### src/rtl/cmp_filter_unit.sv
// cmp_filter_unit: four-mode registered comparator (unsigned >, signed >, ==, signed <) with glitch filter.
// Latency: raw one edge after a/b are sampled; out follows HOLD edges after raw first disagrees with it.
// No backpressure: inputs are sampled every cycle. Optional build macro CMP_STICKY_EN adds clr/sticky.
module cmp_filter_unit #(
    parameter int WIDTH = 8,
    parameter int HOLD  = 4
) (
    input  logic             clk,
    input  logic             reset,
    input  logic [WIDTH-1:0] a,
    input  logic [WIDTH-1:0] b,
    input  logic             mode_tick,
`ifdef CMP_STICKY_EN
    input  logic             clr,
    output logic             sticky,
`endif
    output logic [1:0]       mode,
    output logic             raw,
    output logic             out,
    output logic             change_tick
);

    // Counter is wide enough to hold HOLD-1 for every legal HOLD (HOLD=1 gives one bit).
    localparam int CW = $clog2(HOLD) + 1;
    localparam logic [CW-1:0] CNT_LAST = CW'(HOLD - 1);

    typedef enum logic [1:0] {
        MODE_UGT = 2'd0,
        MODE_SGT = 2'd1,
        MODE_EQ  = 2'd2,
        MODE_SLT = 2'd3
    } mode_e;

    mode_e          mode_q, mode_d;
    logic           raw_q, raw_d;
    logic           out_q, out_d;
    logic [CW-1:0]  cnt_q, cnt_d;
    logic           chg_q, chg_d;
    logic           rise;

    // Comparison uses the mode register as it stands before this edge's tick.
    always_comb begin
        raw_d = 1'b0;
        unique case (mode_q)
            MODE_UGT: raw_d = (a > b);
            MODE_SGT: raw_d = ($signed(a) > $signed(b));
            MODE_EQ:  raw_d = (a == b);
            MODE_SLT: raw_d = ($signed(a) < $signed(b));
            default:  raw_d = 1'b0;
        endcase
    end

    // Mode advances once per cycle that mode_tick is high; 3 wraps to 0 naturally.
    always_comb begin
        mode_d = mode_q;
        if (mode_tick) begin
            mode_d = mode_e'(mode_q + 2'd1);
        end
    end

    // Filter: a tick clears the count and freezes out, agreement clears the count,
    // otherwise count disagreeing cycles and commit raw on the HOLD-th one.
    always_comb begin
        out_d = out_q;
        cnt_d = cnt_q;
        chg_d = 1'b0;
        rise  = 1'b0;
        if (mode_tick) begin
            cnt_d = '0;
        end else if (raw_q == out_q) begin
            cnt_d = '0;
        end else if (cnt_q == CNT_LAST) begin
            out_d = raw_q;
            cnt_d = '0;
            chg_d = 1'b1;
            rise  = raw_q;
        end else begin
            cnt_d = cnt_q + CW'(1);
        end
    end

    // All state registers with synchronous reset; reset dominates tick and filter.
    always_ff @(posedge clk) begin
        if (reset) begin
            mode_q <= MODE_UGT;
            raw_q  <= 1'b0;
            out_q  <= 1'b0;
            cnt_q  <= '0;
            chg_q  <= 1'b0;
        end else begin
            mode_q <= mode_d;
            raw_q  <= raw_d;
            out_q  <= out_d;
            cnt_q  <= cnt_d;
            chg_q  <= chg_d;
        end
    end

`ifdef CMP_STICKY_EN
    logic sticky_q, sticky_d;

    // Sticky latches any 0->1 transition of out; clr takes precedence over a same-cycle set.
    always_comb begin
        sticky_d = sticky_q;
        if (clr) begin
            sticky_d = 1'b0;
        end else if (rise) begin
            sticky_d = 1'b1;
        end
    end

    // Sticky register; untouched by mode changes.
    always_ff @(posedge clk) begin
        if (reset) begin
            sticky_q <= 1'b0;
        end else begin
            sticky_q <= sticky_d;
        end
    end

    assign sticky = sticky_q;
`else
    logic unused_rise;
    assign unused_rise = rise;
`endif

    assign mode        = mode_q;
    assign raw         = raw_q;
    assign out         = out_q;
    assign change_tick = chg_q;

endmodule

### config.mk
export PLATFORM = sky130hd
export DESIGN_NAME = cmp_filter_unit
export DESIGN_NICKNAME = d
export VERILOG_FILES = /design/src/rtl/cmp_filter_unit.sv
export SDC_FILE = /design/constraint.sdc
export NUM_CORES = 1
export LEC_CHECK = 0
export CAP_MARGIN = 20
export CORE_MARGIN = 3
export CORE_UTILIZATION = 24
export CTS_CLUSTER_DIAMETER = 50
export CTS_CLUSTER_SIZE = 40
export DETAILED_ROUTE_END_ITERATION = 8
export HOLD_SLACK_MARGIN = 0.05
export SLEW_MARGIN = 20
export SYNTH_ARGS = -nofsm -noshare
export SYNTH_HDL_FRONTEND = slang
export SYNTH_SLANG_ARGS = --single-unit
### constraint.sdc
create_clock -name clk -period 2.63 [get_ports clk]
set_clock_uncertainty 0.1 [all_clocks]
set_input_delay 0.526 -clock clk [delete_from_list [all_inputs] [get_ports clk]]
set_output_delay 0.526 -clock clk [all_outputs]
set_load 0.1 [all_outputs]
==> out/qor.yml, run 1 <==
hold_path:
  min_path_cells: 1
  min_from: "cnt_q[0]$_SDFF_PP0_"
  hp-class: "reg -> reg"
  hold_end: "cnt_q[0]$_SDFF_PP0_"
logic_synthesis:
  netlist_instances: 70
  synth_compound_area_share_pct: 15.53
  ys_seq_area_share_pct: 26.50
  yosys_warnings: 0
  syn_nets: 103
  yosys.area_share.adder_pct: 28.99
  synth_xor_area_share_pct: 2.899
  synth.avg_cell_area_um2: 8.633
  syn-cell-area_um2: 604.3
  synthSimpleGateAreaFrac_pct: 15.73
  ys_ff_latch: 8
  yosysUniqueCellTypes: 21
  synthMuxAreaShare_pct: 1.656
  synth_top_family_by_area: "adder cells"
clocking:
  cts_sinks: 8
  cts_tree: "done"
  holdBufCountCts: 0
  cts_buffers: 3
  root_buffer: "clkbuf_4"
  max-clock-path-buffers: 2
  post-cts-setup-buffers: 0
  path_clk_slew_ns: 0.06
  htree_levels: 1
  cts_resized: 0
  clk_latency_ns: 0.25
power_and_ir_drop:
  power_mw: 0.3663
  powerDensity_nw_per_um2: 416.4
  peakVddDrop_uv: 228.2
  leakage_nw: 0.4023
setup_path:
  cp_num_cells: 8
  path_delay_family: "compound AO/OA/AOI/OAI gates"
  slowest_delay_ns: 0.46
  crit_slowest_cell: "clkdlybuf4s50_1"
  r2r_start: "mode[0]$_SDFFE_PP0P_"
  path_buf_inv: 2
  r2r-end: "raw$_SDFF_PP0_"
  r2r_cells: 5
  path_class: "in -> reg"
  cp_max_fo: 5
  cp.arrival_ns: 2.25
  end_kind: "register"
  crit_required_ns: 2.70
  startpoint_type: "primary input"
  path_cells: "clkdlybuf4s50_1 > inv_1 > ha_1 > nand4_1 > nand2b_1 > o31ai_2 > a221o_1 > a221oi_2"
  r2r_setup_slack_ns: 1.16
timing:
  tns_ns: 0
  max_slew_margin_pct: 80.85
  slew_violations: 0
  finalCritPeriodShare_pct: 83.03
  worst_pin_slew_ns: 0.2855
  fin_ws_ns: 0.4463
  fmax_mhz: 457.9
  setup_viol: 0
  period_minus_slack_ns: 2.184
  hold_slack_ns: 0.3290
  hold_violations: 0
  rsz0062_at_grt: "false"
drt:
  ant_nets: 0
  drt_wl_total_mm: 1.276
  drt_iter0_drc: 3
  drt-pass1-iter-count: 2
  via_count: 538
  drcViolationCount: 0
  vias_per_cell: 4.339
  wl_per_cell_um: 10.29
die:
  core_um2: 2297
  initial_core_util_pct: 26.31
  rows: 17
  chipHeight_um: 56.18
  fp.dieW_um: 56.18
  dieArea_um2: 3156
  pin_count: 24
layout:
  nNetsFinal: 131
  syn2layout_area_growth_pct: 45.55
  fin_area_um2: 879.6
  utilization_pct: 38.29
  num_antenna_cells: 0
  final_cell_count_no_fill: 124
  layout_common_cells: "clkdlybuf4s50_1, inv_1, ha_1"
  drive_gt1_share_pct: 11.46
  final_common_cell: "clkdlybuf4s50_1"
grt:
  grt_pass1_vias: 593
  grt_max_degree: 6
  antenna_found_initial: 0
  track_usage_pct: 9.022
  grt_first_pass_wirelength_mm: 2.339
  grt-ovfl-total: 0
placed_design:
  placedInstanceArea_um2: 857.1
  port_buffers: 23
  place_hpwl_mm: 1.128
  dpl_worst_slack_ns: 0.1954
  place.gp.congestion: 0.7826
  dpl.cell_count: 121
flow_run:
  drv_cap: 0
outcome:
  status: "finished clean"
[worst reg2reg max path: stages, from the launching register on]
cell	delay (ns)
dfxtp_1	0.43
inv_1	0.10
ha_1	0.24
nor2b_1	0.12
a32oi_1	0.12
a221oi_2	0.27
[where the power goes]
group	total, mW	internal, mW	switching [mW]
Sequential	0.134	0.127	0.00683
Combinational	0.137	0.0605	0.0766
Clock	0.0952	0.0523	0.0428
[area by class of cell]
type	instances	area (um2)
repair buffers	23	217.7
fillers	242	1418
clock buffers	3	22.52
multi-input cells	48	391.6
flip-flops and latches	8	160.2
well taps	28	35.03
inverters	14	52.55
[registers in the layout, indices dropped and copies added (netlist names)]
| signal | flops |
|---|---|
| change_tick | 1 |
| cnt_q | 3 |
| out | 1 |
| mode | 2 |
| raw | 1 |
[cell families (layout without fill, tap and decap cells)]
group	count (synthesis)	after routing
xor+xnor	2	2
buf+inv	14	40
fa+ha+maj	14	14
flops	8	8
compound gates	12	12
mux	1	1
simple gates	19	19
[cells in the mapped netlist (all sizes together)]
library cell,count,area [um2]
a211oi,1,7.510
a21bo,1,10.01
a21oi,3,15.01
a221o,1,10.01
a221oi,1,15.01
a32oi,1,8.760
dfxtp,8,160.2
ha,14,175.2
inv,14,52.55
mux2i,1,10.01
nand2,1,3.750
nand2b,3,18.77
nand3b,1,7.510
nand4,2,12.51
nor2,9,33.78
nor2b,2,12.51
o21ai,3,15.01
o31ai,1,12.51
or3,1,6.260
xnor2,2,17.52
[routing by layer]
metal	share of wire, %	wire length (um)	track usage (%)	vias up
met3	3.4	43	1.624	2
met1	46	585	10.07	239
met2	50	632	15.53	10
met5	0	0	0	-
met4	1.1	14	5.763	0
li1	-	-	-	287
[worst max-delay path by stage]
stage                    startpoint        endpoint  slack (ns)
6_report                       b[7]  raw$_SDFF_PP0_        0.45
3_5_place_dp                   b[7]  raw$_SDFF_PP0_        0.20
2_1_floorplan  mode[0]$_SDFFE_PP0P_  raw$_SDFF_PP0_        0.54
3_3_place_gp                   b[7]  raw$_SDFF_PP0_        0.25
5_1_grt                        b[7]  raw$_SDFF_PP0_        0.32
4_1_cts                        b[7]  raw$_SDFF_PP0_        0.46
Note: power is estimated with default switching activity, not from simulation.
==> inputs of run 2 (changes only) <==
==> constraint.sdc (replaced) <==
create_clock -name clk -period 2.25 [get_ports clk]
set_clock_uncertainty 0.1 [all_clocks]
set_input_delay 0.45 -clock clk [delete_from_list [all_inputs] [get_ports clk]]
set_output_delay 0.45 -clock clk [all_outputs]
set_load 0.1 [all_outputs]
==> run 2 against run 1 <==
Sequential share of layout area down 0.31 points. Clock power increased by 12%. Via count grew 1.7%. Utilization rose by 0.65 points. Combinational power up 20%. First-iteration DRC count grew 67%. Sequential power is 17% higher. Flip-flop and latch count unchanged. Critical endpoint unchanged. Largest cell class unchanged. Highest routed layer unchanged.
==> out/qor.yml, run 2 (same netlist as run 1, synthesis figures left out) <==
power_and_ir_drop:
  powerDensity_nw_per_um2: 479.8  # +15%
  leakage_nw: 0.4119  # +2.4%
  power_mw: 0.4292  # +17%
  peakVddDrop_uv: 358.7  # +57%
timing:
  fmax_mhz: 483.7
  hold_slack_ns: 0.3185  # -0.01055 ns
  max_slew_margin_pct: 81.23  # +0.38 points
  worst_pin_slew_ns: 0.2799  # -0.005630 ns
  period_minus_slack_ns: 2.068
  hold_violations: 0  # unchanged
  tns_ns: 0  # unchanged
  rsz0062_at_grt: "false"
  fin_ws_ns: 0.1825  # -0.2638 ns
  finalCritPeriodShare_pct: 91.89
  slew_violations: 0  # unchanged
  setup_viol: 0  # unchanged
drt:
  drt_wl_total_mm: 1.249  # -2.1%
  drcViolationCount: 0  # unchanged
  via_count: 547  # +1.7%
  ant_nets: 0  # unchanged
  drt-pass1-iter-count: 4  # +2
  vias_per_cell: 4.341  # about the same
  drt_iter0_drc: 5  # +2
  wl_per_cell_um: 9.913  # -3.7%
clocking:
  holdBufCountCts: 0  # unchanged
  root_buffer: "clkbuf_4"
  max-clock-path-buffers: 2  # unchanged
  cts_sinks: 8  # unchanged
  cts_tree: "done"
  htree_levels: 1  # unchanged
  cts_resized: 0  # unchanged
  path_clk_slew_ns: 0.05  # about the same
  post-cts-setup-buffers: 0  # unchanged
  clk_latency_ns: 0.25  # about the same
  cts_buffers: 3  # unchanged
die:
  rows: 17  # unchanged
  chipHeight_um: 56.18  # unchanged
  pin_count: 24  # unchanged
  fp.dieW_um: 56.18  # unchanged
  dieArea_um2: 3156  # unchanged
  core_um2: 2297  # unchanged
  initial_core_util_pct: 26.31  # unchanged
setup_path:
  cp_max_fo: 3  # -2
  crit_slowest_cell: "clkdlybuf4s50_1"
  startpoint_type: "primary input"
  cp.arrival_ns: 2.13  # -0.12 ns
  r2r_setup_slack_ns: 0.80  # -0.36 ns
  crit_required_ns: 2.32  # -0.38 ns
  end_kind: "register"
  path_cells: "clkdlybuf4s50_1 > inv_1 > ha_1 > o21ai_1 > a21oi_1 > o31ai_2 > a221o_1 > a221oi_2"
  r2r_cells: 5  # unchanged
  r2r_start: "mode[0]$_SDFFE_PP0P_"
  r2r-end: "raw$_SDFF_PP0_"
  slowest_delay_ns: 0.46  # about the same
  path_class: "in -> reg"
outcome:
  status: "finished clean"
layout:
  top_register: "cnt_q"
  final_common_cell: "clkdlybuf4s50_1"
  drive_gt1_share_pct: 13.27  # +1.8 points
  n_fill_cell: 244  # +0.83%
  nNetsFinal: 133  # +1.5%
  layout_common_cells: "clkdlybuf4s50_1, inv_1, ha_1"
  fin_area_um2: 894.6  # +1.7%
  largest_register_ffs: 3  # unchanged
  syn2layout_area_growth_pct: 48.03
  num_antenna_cells: 0  # unchanged
placed_design:
  port_buffers: 23  # unchanged
  dpl_worst_slack_ns: -0.09438  # -0.2897 ns
  place_hpwl_mm: 1.091  # -3.3%
  placedInstanceArea_um2: 872.1  # +1.8%
  place.gp.congestion: 0.7019  # -10%
grt:
  grt_first_pass_wirelength_mm: 2.097  # -10%
  grt_max_degree: 6  # unchanged
  track_usage_pct: 8.262  # -0.76 points
  antenna_found_initial: 0  # unchanged
  grt_pass1_vias: 535  # -9.8%
  grt-ovfl-total: 0  # unchanged
flow_run:
  drv_cap: 0  # unchanged
hold_path:
  hold_end: "cnt_q[0]$_SDFF_PP0_"
  min_path_cells: 1  # unchanged
  min_from: "cnt_q[0]$_SDFF_PP0_"
  hp-class: "reg -> reg"
==> run 2: cell count changes in the layout (fill, tap and decap cells not counted), sizes merged <==
cell  before  now
buf        5    7
==> run 2: power by group <==
| group | switching (mW) | leakage, nW | internal [mW] |
|---|---|---|---|
| combinational | 0.0905 | 0.333 | 0.0749 |
| clock | 0.0462 | 0.0138 | 0.0609 |
| sequential | 0.00796 | 0.0651 | 0.149 |
| total | 0.145 | 0.412 | 0.285 |
==> run 2: how the worst max path moves through the flow <==
stage / from / end / slack (ns) / cells past startpoint
floorplan: mode[0]$_SDFFE_PP0P_ / raw$_SDFF_PP0_ / 0.16 / 5
global placement: b[7] / raw$_SDFF_PP0_ / -0.05 / 8
detailed placement: b[3] / raw$_SDFF_PP0_ / -0.09 / 8
CTS: b[3] / raw$_SDFF_PP0_ / 0.17 / 8
global route: b[2] / raw$_SDFF_PP0_ / 0.10 / 8
finish: b[3] / raw$_SDFF_PP0_ / 0.18 / 8
==> run 2: area by class of cell <==
type | count | area (um2) | area share, %
Inverter | 14 | 52.55 | 5.874
Multi-Input combinational cell | 48 | 391.6 | 43.78
Sequential cell | 8 | 160.2 | 17.90
Timing Repair Buffer | 25 | 232.7 | 26.01
Tap cell | 28 | 35.03 | 3.916
Clock buffer | 3 | 22.52 | 2.517
==> run 2: through the flow <==
step	cells	utilization (%)
floorplan	70	-
global placement	123	37.96
detailed placement	123	37.96
CTS	126	38.94
global route	126	38.94
finish	126	38.94
==> run 2: metal layers <==
metal,global-route usage (%),part of all wire (%),vias up
met5,0,0,-
met4,3.051,0.96,0
met3,3.248,3.8,2
met2,13.69,49,12
met1,9.517,46,242
li1,-,-,291
==> run 2: critical path: cells and delay by family <==
| kind | cells | cell delay, ns |
|---|---|---|
| adder cells (fa/ha/maj) | 1 | 0.28 |
| buffers and inverters | 2 | 0.50 |
| AO/OA/AOI/OAI | 5 | 0.90 |
